<file path="src/rtl/cpu_bus_pkg.sv">
// Shared types for the SRAM-style bus arbiter: FSM states, bus owner,
// transfer size codes and the latched request-field bundle.
package cpu_bus_pkg;

    typedef enum logic [1:0] {
        ST_IDLE = 2'd0,
        ST_ADDR = 2'd1,
        ST_DATA = 2'd2
    } state_e;

    typedef enum logic {
        OWN_INST = 1'b0,
        OWN_DATA = 1'b1
    } owner_e;

    localparam logic [1:0] SZ_BYTE = 2'd0;
    localparam logic [1:0] SZ_HALF = 2'd1;
    localparam logic [1:0] SZ_WORD = 2'd2;

    typedef struct packed {
        logic        wr;
        logic [1:0]  size;
        logic [31:0] addr;
        logic [3:0]  wstrb;
        logic [31:0] wdata;
    } req_t;

endpackage

</file>
<file path="src/rtl/sram_bus_arbiter.sv">
// Shares one SRAM-style bus port between instruction fetch and data access.
// One transaction is outstanding at a time; data has priority, and a
// starvation counter forces a waiting fetch through after STARVE_MAX data
// grants have passed it over.
//
// Handshake: a requester raises req with its fields and holds both until
// addr_ok (a same-cycle combinational accept, only given in IDLE). The
// response arrives later as a one-cycle data_ok (reads and writes alike),
// with rdata valid only in that cycle and 0 otherwise. On the bus side,
// mem_req is held with stable fields until mem_addr_ok; mem_data_ok is only
// meaningful after the address has been accepted.
module sram_bus_arbiter
    import cpu_bus_pkg::*;
#(
    parameter int STARVE_MAX = 3
) (
    input  logic        clk,
    input  logic        rst_n,
    input  logic        inst_req,
    input  logic [31:0] inst_addr,
    output logic        inst_addr_ok,
    output logic        inst_data_ok,
    output logic [31:0] inst_rdata,
    input  logic        data_req,
    input  logic        data_wr,
    input  logic [1:0]  data_size,
    input  logic [31:0] data_addr,
    input  logic [3:0]  data_wstrb,
    input  logic [31:0] data_wdata,
    output logic        data_addr_ok,
    output logic        data_data_ok,
    output logic [31:0] data_rdata,
    output logic        mem_req,
    output logic        mem_wr,
    output logic [1:0]  mem_size,
    output logic [31:0] mem_addr,
    output logic [3:0]  mem_wstrb,
    output logic [31:0] mem_wdata,
    input  logic        mem_addr_ok,
    input  logic        mem_data_ok,
    input  logic [31:0] mem_rdata,
    output state_e      o_dbg_state
);

    localparam logic [3:0] STARVE_LIM = 4'(STARVE_MAX);

    state_e     r_state;
    owner_e     r_owner;
    logic [3:0] r_starve_cnt;
    req_t       r_req;
    logic       r_mem_req;

    logic w_idle;
    logic w_force_inst;
    logic w_grant_data;
    logic w_grant_inst;
    logic w_resp;
    req_t w_inst_fields;
    req_t w_data_fields;

    assign w_inst_fields = '{wr: 1'b0, size: SZ_WORD, addr: inst_addr, wstrb: 4'h0, wdata: 32'h0};
    assign w_data_fields = '{wr: data_wr, size: data_size, addr: data_addr,
                             wstrb: data_wstrb, wdata: data_wdata};

    // Grant selection: data wins unless fetch has been passed over too often.
    // Reset also blocks grants so nothing is accepted while rst_n is low.
    always_comb begin
        w_idle       = rst_n && (r_state == ST_IDLE);
        w_force_inst = inst_req && (r_starve_cnt == STARVE_LIM);
        w_grant_data = w_idle && data_req && !w_force_inst;
        w_grant_inst = w_idle && inst_req && !w_grant_data;
        w_resp       = (r_state == ST_DATA) && mem_data_ok;
    end

    // Requester-facing outputs: accept pulses and owner-steered response.
    always_comb begin
        inst_addr_ok = w_grant_inst;
        data_addr_ok = w_grant_data;
        inst_data_ok = w_resp && (r_owner == OWN_INST);
        data_data_ok = w_resp && (r_owner == OWN_DATA);
        inst_rdata   = inst_data_ok ? mem_rdata : 32'h0;
        data_rdata   = data_data_ok ? mem_rdata : 32'h0;
    end

    assign mem_req     = r_mem_req;
    assign mem_wr      = r_req.wr;
    assign mem_size    = r_req.size;
    assign mem_addr    = r_req.addr;
    assign mem_wstrb   = r_req.wstrb;
    assign mem_wdata   = r_req.wdata;
    assign o_dbg_state = r_state;

    // Transaction FSM: latch the grantee, drive the bus address phase, wait for the response.
    always_ff @(posedge clk) begin
        if (!rst_n) begin
            r_state      <= ST_IDLE;
            r_owner      <= OWN_INST;
            r_starve_cnt <= 4'd0;
            r_req        <= '0;
            r_mem_req    <= 1'b0;
        end else begin
            case (r_state)
                ST_IDLE: begin
                    if (w_grant_data) begin
                        r_owner   <= OWN_DATA;
                        r_req     <= w_data_fields;
                        r_mem_req <= 1'b1;
                        r_state   <= ST_ADDR;
                        if (inst_req && (r_starve_cnt != STARVE_LIM))
                            r_starve_cnt <= r_starve_cnt + 4'd1;
                    end else if (w_grant_inst) begin
                        r_owner      <= OWN_INST;
                        r_req        <= w_inst_fields;
                        r_mem_req    <= 1'b1;
                        r_state      <= ST_ADDR;
                        r_starve_cnt <= 4'd0;
                    end
                end
                ST_ADDR: begin
                    if (mem_addr_ok) begin
                        r_mem_req <= 1'b0;
                        r_state   <= ST_DATA;
                    end
                end
                ST_DATA: begin
                    if (mem_data_ok)
                        r_state <= ST_IDLE;
                end
                default: begin
                    r_state   <= ST_IDLE;
                    r_mem_req <= 1'b0;
                end
            endcase
        end
    end

    // A response before the address is accepted is a bus protocol violation; it is ignored.
    a_no_early_resp: assert property (@(posedge clk) disable iff (!rst_n)
                                      !((r_state == ST_ADDR) && mem_data_ok))
        else $warning("sram_bus_arbiter: mem_data_ok during address phase ignored");

    // Only one requester may be accepted in any cycle.
    a_grant_onehot: assert property (@(posedge clk) disable iff (!rst_n)
                                     !(inst_addr_ok && data_addr_ok))
        else $error("sram_bus_arbiter: both requesters accepted in one cycle");

endmodule

</file>
<file path="config.mk">
export PLATFORM = sky130hd
export DESIGN_NAME = sram_bus_arbiter
export DESIGN_NICKNAME = d
export VERILOG_FILES = /design/src/rtl/cpu_bus_pkg.sv /design/src/rtl/sram_bus_arbiter.sv
export SDC_FILE = /design/constraint.sdc
export NUM_CORES = 1
export LEC_CHECK = 0
export ABC_AREA = 1
export BUFFER_PORTS_ARGS = -buffer_cell sky130_fd_sc_hd__clkbuf_2
export CAP_MARGIN = 20
export CORE_MARGIN = 3
export CORE_UTILIZATION = 35
export CTS_BUF_LIST = sky130_fd_sc_hd__clkbuf_2 sky130_fd_sc_hd__clkbuf_4 sky130_fd_sc_hd__clkbuf_8
export DETAILED_ROUTE_END_ITERATION = 8
export HOLD_SLACK_MARGIN = 0.08
export MAX_ROUTING_LAYER = met4
export PLACE_DENSITY = 0.7
export SYNTH_ARGS = -nofsm -noshare
export SYNTH_HDL_FRONTEND = slang
export SYNTH_SLANG_ARGS = --single-unit
</file>
<file path="constraint.sdc">
create_clock -name clk -period 2.9 [get_ports clk]
set_clock_uncertainty 0.2 [all_clocks]
set_input_delay 0.58 -clock clk [delete_from_list [all_inputs] [get_ports clk]]
set_output_delay 0.58 -clock clk [all_outputs]
set_load 0.1 [all_outputs]
</file>
# After elaboration in Yosys (flattened, before gate mapping)
# Cells that the tools add are included.
totals:
  rom_bits: 0
  word_cells: 56
  mem_count: 0
  regBits: 79
  output_inout_bits: 142
  latch_bits: 0
  ram_bits: 0
classes:
  addsub: 1
  bitwise: 2
  multipliers: 0
  n_mux: 18
  n_reduce_logical: 18
  n_eq_ne: 8
  shift: 0
  magnitude_cmp: 0
  n_div: 0
op_table:
  columns: ["op", "count"]
  rows:
  - ["two-way mux 71 bit", 2]
  - ["two-way mux 32 bit", 2]
  - ["two-way mux 4 bit", 3]
  - ["logical AND 1 bit", 10]
  - ["AND reduction 3 bit", 3]
  - ["two-way mux 2 bit", 4]
  - ["case mux 2 bit (3 select lines)", 1]
  - ["two-way mux 1 bit", 5]
  - ["adder 4 x 1 -> 4 bit (second input constant)", 1]
  - ["== test 4 x 2 -> 1 bit (second input constant)", 1]
  - ["!= test 2 bit (second input constant)", 2]
  - ["!= test 4 x 2 -> 1 bit (second input constant)", 1]
  - ["!= test 3 bit (second input constant)", 1]
  - ["case mux 1 bit (3 select lines)", 1]
  - ["== test 2 x 1 -> 1 bit (second input constant)", 1]
  - ["== test 2 bit (second input constant)", 1]
  - ["zero test 1 bit", 2]
  - ["zero test 2 bit", 1]
  - ["!= test 2 x 1 -> 1 bit (second input constant)", 1]
  - ["inverter 1 bit", 2]
  - ["AND reduction 2 bit", 1]
  - ["nonzero test 2 bit", 1]

# Longest topological paths before layout
depth:
  ltp_word: 9
  depth_mapped: 9
  ltp_nobuf: 8

# Worst setup path after synthesis
# No wires, ideal clock.
synth_timing:
  kind: "flip-flop to output port"
  startpoint: "reg r_state[1] (netlist: o_dbg_state[1])"
  endpoint: "out data_rdata[10]"
  path_stages_with_launch: 6
  t_required_ns: 2.120
  arrival_ns: 4.307
  slack_ns: -2.187
  n_path_buf: 1
  path_cell_list: "dfxtp_1 nand3_1 nor2_1 inv_1 buf_2 nor2_1"
synth_between:
  elab_chain_len: 4
synth_lines:
  columns: ["item", "line_no", "source"]
  rows:
  - ["start, declared", "sram_bus_arbiter.sv:47", "state_e r_state;"]
  - ["start signal, assigned", "sram_bus_arbiter.sv:96", "r_state <= ST_IDLE;"]
  - ["start signal, assigned", "sram_bus_arbiter.sv:108", "r_state <= ST_ADDR;"]
  - ["start signal, assigned", "sram_bus_arbiter.sv:115", "r_state <= ST_ADDR;"]
  - ["== test 2 bit", "sram_bus_arbiter.sv:72", "w_resp = (r_state == ST_DATA) && mem_data_ok;"]
  - ["logical AND 1 bit", "sram_bus_arbiter.sv:72", null]
  - ["logical AND 1 bit", "sram_bus_arbiter.sv:80", "data_data_ok = w_resp && (r_owner == OWN_DATA);"]
  - ["net data_data_ok", "sram_bus_arbiter.sv:31", "output logic data_data_ok,"]
  - ["two-way mux 32 bit", "sram_bus_arbiter.sv:82", "data_rdata = data_data_ok ? mem_rdata : 32'h0;"]
  - ["end, declared", "sram_bus_arbiter.sv:32", "output logic [31:0] data_rdata,"]
# The timed path passes the listed nets, and every way through them passes these cells.

# Final worst setup path
layout_timing:
  startpoint: "reg r_state[0] (netlist: o_dbg_state[0])"
  endpoint: "out data_rdata[21]"
layout_between:
  elab_chain_len: 4
layout_lines:
  columns: ["item", "line_no"]
  rows:
  - ["== test 2 bit", "sram_bus_arbiter.sv:72"]
  - ["logical AND 1 bit", "sram_bus_arbiter.sv:72"]
  - ["logical AND 1 bit", "sram_bus_arbiter.sv:80"]
  - ["two-way mux 32 bit", "sram_bus_arbiter.sv:82"]
# No other way between the ends.

==> impl_metrics.sql <==
INSERT INTO impl_metrics (metric_group, metric, value, unit) VALUES
('power_and_ir_drop', 'sw_frac_of_total', '0.416', ''),
('global_route', 'grt_max_degree', '42', ''),
('drt', 'drc_errors', '0', ''),
('cells_and_area', 'fin_nets', '985', ''),
('floorplanning', 'die_w', '112', 'microns'),
('drt', 'drt_first_pass_iters', '4', ''),
('clocking', 'tritoncts_clock_tree', 'yes', ''),
('global_route', 'grt_pass1_vias', '4317', ''),
('floorplanning', 'floorplan.initialDensity', '0.361', ''),
('drt', 'ant_nets', '0', ''),
('drt', 'viasPerCell', '4.55', ''),
('logic_synthesis', 'post-synth-top-count-cell', 'sky130_fd_sc_hd__nand2_1', ''),
('worst_hold_path', 'holdPathStages', '3', ''),
('power_and_ir_drop', 'switchingPower', '1.30', 'mW'),
('placed_design', 'numPortBuffers', '282', ''),
('sta', 'timing.max_slew.rel_slack', '0.357', ''),
('worst_setup_path', 'timing.critical_path.to_type', 'output port', ''),
('clocking', 'cts-root-to-sink-buffers', '2', ''),
('logic_synthesis', 'edff_count_synth', '0', ''),
('sta', 'fin_tns_setup', '0', 'ns'),
('power_and_ir_drop', 'irDropWorstVdd', '368', 'uV'),
('power_and_ir_drop', 'internal_power', '1.82', 'mW'),
('clocking', 'clk_sinks', '79', ''),
('logic_synthesis', 'synth_largest_area_cell', 'sky130_fd_sc_hd__dfxtp_1', ''),
('logic_synthesis', 'cell_types_with_the_largest_area_share_after_synthesis', 'sky130_fd_sc_hd__dfxtp_1 40%, sky130_fd_sc_hd__nand2_1 13%, sky130_fd_sc_hd__a21oi_1 8.3%, sky130_fd_sc_hd__nor2_1 7.3%, sky130_fd_sc_hd__inv_1 7.1%', ''),
('sta', 'final.period_utilization', '0.914', ''),
('floorplanning', 'dieArea', '12500', 'sq um'),
('logic_synthesis', 'postSynthNetCount', '720', ''),
('sta', 'setup_repair_after_global_routing_missed_its_margin', 'no', ''),
('logic_synthesis', 'yosys_register_bits', '79', ''),
('cells_and_area', 'synthToLayoutAreaGrowth', '73.4', '%'),
('placed_design', 'globalplace.congestion', '0.803', ''),
('clocking', 'clockRootBuffer', 'sky130_fd_sc_hd__clkbuf_8', ''),
('sta', 'final-hold-violation-count', '0', ''),
('worst_setup_path', 'worst_r2r_endpoint', 'mem_wdata[4]', ''),
('global_route', 'groute.usage.overall', '0.213', ''),
('placed_design', 'placed_area', '6610', 'sq um'),
('power_and_ir_drop', 'pwr-share-comb', '0.347', ''),
('clocking', 'cts.hold.buffers_added', '0', ''),
('cells_and_area', 'antenna_cells_inserted', '0', ''),
('clocking', 'cts.reportedPaths.clkPinSlew', '0.09', 'ns'),
('worst_setup_path', 'startpoint_type', 'flip-flop', ''),
('worst_hold_path', 'worst_hold_startpoint', 'data_wdata[18]', ''),
('cells_and_area', 'post_route_cells_drive_above_1_share', '0.480', ''),
('global_route', 'grt_first_pass_wirelength', '21200', 'microns'),
('sta', 'finalCriticalPeriod', '2.65', 'ns'),
('clocking', 'cts.repair.resized', '0', ''),
('logic_synthesis', 'synth_flop_cell', 'sky130_fd_sc_hd__dfxtp_1', ''),
('floorplanning', 'core.rowCount', '38', ''),
('drt', 'detailedRoute.firstIterationViolations', '265', ''),
('sta', 'max_freq', '0.377', 'GHz'),
('worst_setup_path', 'reg2reg_depth', '9', ''),
('worst_setup_path', 'arrival', '1.87', 'ns'),
('worst_setup_path', 'setup.worst_path.class', 'flip-flop to output port', ''),
('drt', 'routed_wire_length_per_instance', '13.6', 'microns'),
('logic_synthesis', 'yosys.cell_types.count', '27', ''),
('flow_run', 'drv.max_cap_violation_count', '0', ''),
('worst_setup_path', 'reg2reg_setup_slack', '1.07', 'ns'),
('logic_synthesis', 'post_synth.cell_area_avg', '6.80', 'sq um'),
('power_and_ir_drop', 'power_density', '457', 'nW/um^2'),
('worst_hold_path', 'worst_hold_path.endpoint', 'mem_wdata[18]', ''),
('logic_synthesis', 'synth_async_sr_flop_share', '0', ''),
('outcome', 'run_status', 'finished clean', ''),
('floorplanning', 'top_level_ports', '283', ''),
('power_and_ir_drop', 'power.clock.fraction', '0.269', ''),
('clocking', 'clock_buffer_count_from_cts', '9', ''),
('logic_synthesis', 'synthDominantCellAreaShare', '0.403', ''),
('placed_design', 'dp_hpwl', '10400', 'microns'),
('clocking', 'cts_setup_buffers', '0', ''),
('power_and_ir_drop', 'p_total', '3.11', 'mW'),
('drt', 'wirelength', '13400', 'microns');
worst max-delay path, stage by stage (launching register included):
cell	delay [ns]
sky130_fd_sc_hd__dfxtp_4	0.38
sky130_fd_sc_hd__inv_2	0.06
sky130_fd_sc_hd__nand3_4	0.08
sky130_fd_sc_hd__nor2_4	0.06
sky130_fd_sc_hd__inv_4	0.62
sky130_fd_sc_hd__nor2_4	0.08
sky130_fd_sc_hd__buf_12	0.20
through the flow:
step,setup WS (ns),utilization,hold slack [ns],instances
after floorplan,0.0261,-,0.288,578
after global placement,0.348,0.607,0.251,972
after detailed placement,0.322,0.607,0.256,972
after CTS,0.227,0.626,0.231,988
after global routing,0.157,0.626,0.232,988
final,0.250,0.626,0.250,988
kinds of logic after synthesis:
logic type	Yosys count	share of synthesized area
compound gates	111	0.154
xor+xnor	1	0.00223
fa+ha+maj	1	0.00318
buf+inv	114	0.149
flops	79	0.403
simple gates	272	0.289
state kept, by name, summed over array words and instances, names as in the netlist:
signal and count:
mem_req 1, r_starve_cnt 4, mem_wdata 32, mem_addr 32
r_owner 1, o_dbg_state 2, mem_size 2, mem_wstrb 4
mem_wr 1
layer usage:
metal | up-vias | track usage | share of wire
li1 | 2313 | - | -
met1 | 1985 | 0.249 | 0.40
met2 | 175 | 0.371 | 0.52
met3 | 18 | 0.0473 | 0.069
met4 | 0 | 0.0529 | 0.015
met5 | - | - | 0
cells in the final DEF (no fill, tap or decap), types with 12 or more instances in the layout:
| cell type | instances |
|---|---|
| sky130_fd_sc_hd__dfxtp_1 | 77 |
| sky130_fd_sc_hd__nand2_1 | 141 |
| sky130_fd_sc_hd__o21ai_1 | 12 |
| sky130_fd_sc_hd__buf_12 | 51 |
| sky130_fd_sc_hd__o21ai_0 | 22 |
| sky130_fd_sc_hd__inv_1 | 72 |
| sky130_fd_sc_hd__clkbuf_2 | 217 |
| sky130_fd_sc_hd__buf_4 | 23 |
| sky130_fd_sc_hd__nor2_4 | 68 |
| sky130_fd_sc_hd__a21oi_1 | 65 |
| sky130_fd_sc_hd__nand3_1 | 36 |
final cells by class:
cell class	instances	area, sq um
Fill cell	1006	4080
Tap cell	140	175
Clock buffer	10	138
Sequential cell	79	1590
Inverter	77	294
Multi-Input combinational cell	385	2270
Clock inverter	6	66.3
Timing Repair Buffer	291	2280
worst max path at each step:
| stage | startpoint | end | slack, ns | depth (start not counted) |
|---|---|---|---|---|
| after global routing | o_dbg_state[0] | data_rdata[10] | 0.16 | 6 |
| after global placement | mem_data_ok | data_rdata[21] | 0.35 | 6 |
| after floorplan | o_dbg_state[1] | data_rdata[10] | 0.03 | 5 |
| after detailed placement | mem_data_ok | data_rdata[21] | 0.32 | 6 |
| after CTS | o_dbg_state[0] | data_rdata[21] | 0.23 | 6 |
| final | o_dbg_state[0] | data_rdata[21] | 0.25 | 6 |
power by group through the flow:
stage | Combinational [mW] | Sequential, mW | Clock, mW
after global placement | 1.08 | 1.22 | 0
after detailed placement | 1.08 | 1.22 | 0
after CTS | 1.09 | 1.19 | 0.864
after floorplan | 0.366 | 1.70 | 0
final | 1.08 | 1.19 | 0.838
after global routing | 1.14 | 1.20 | 0.910
Note: power is estimated with default switching activity, not from simulation.
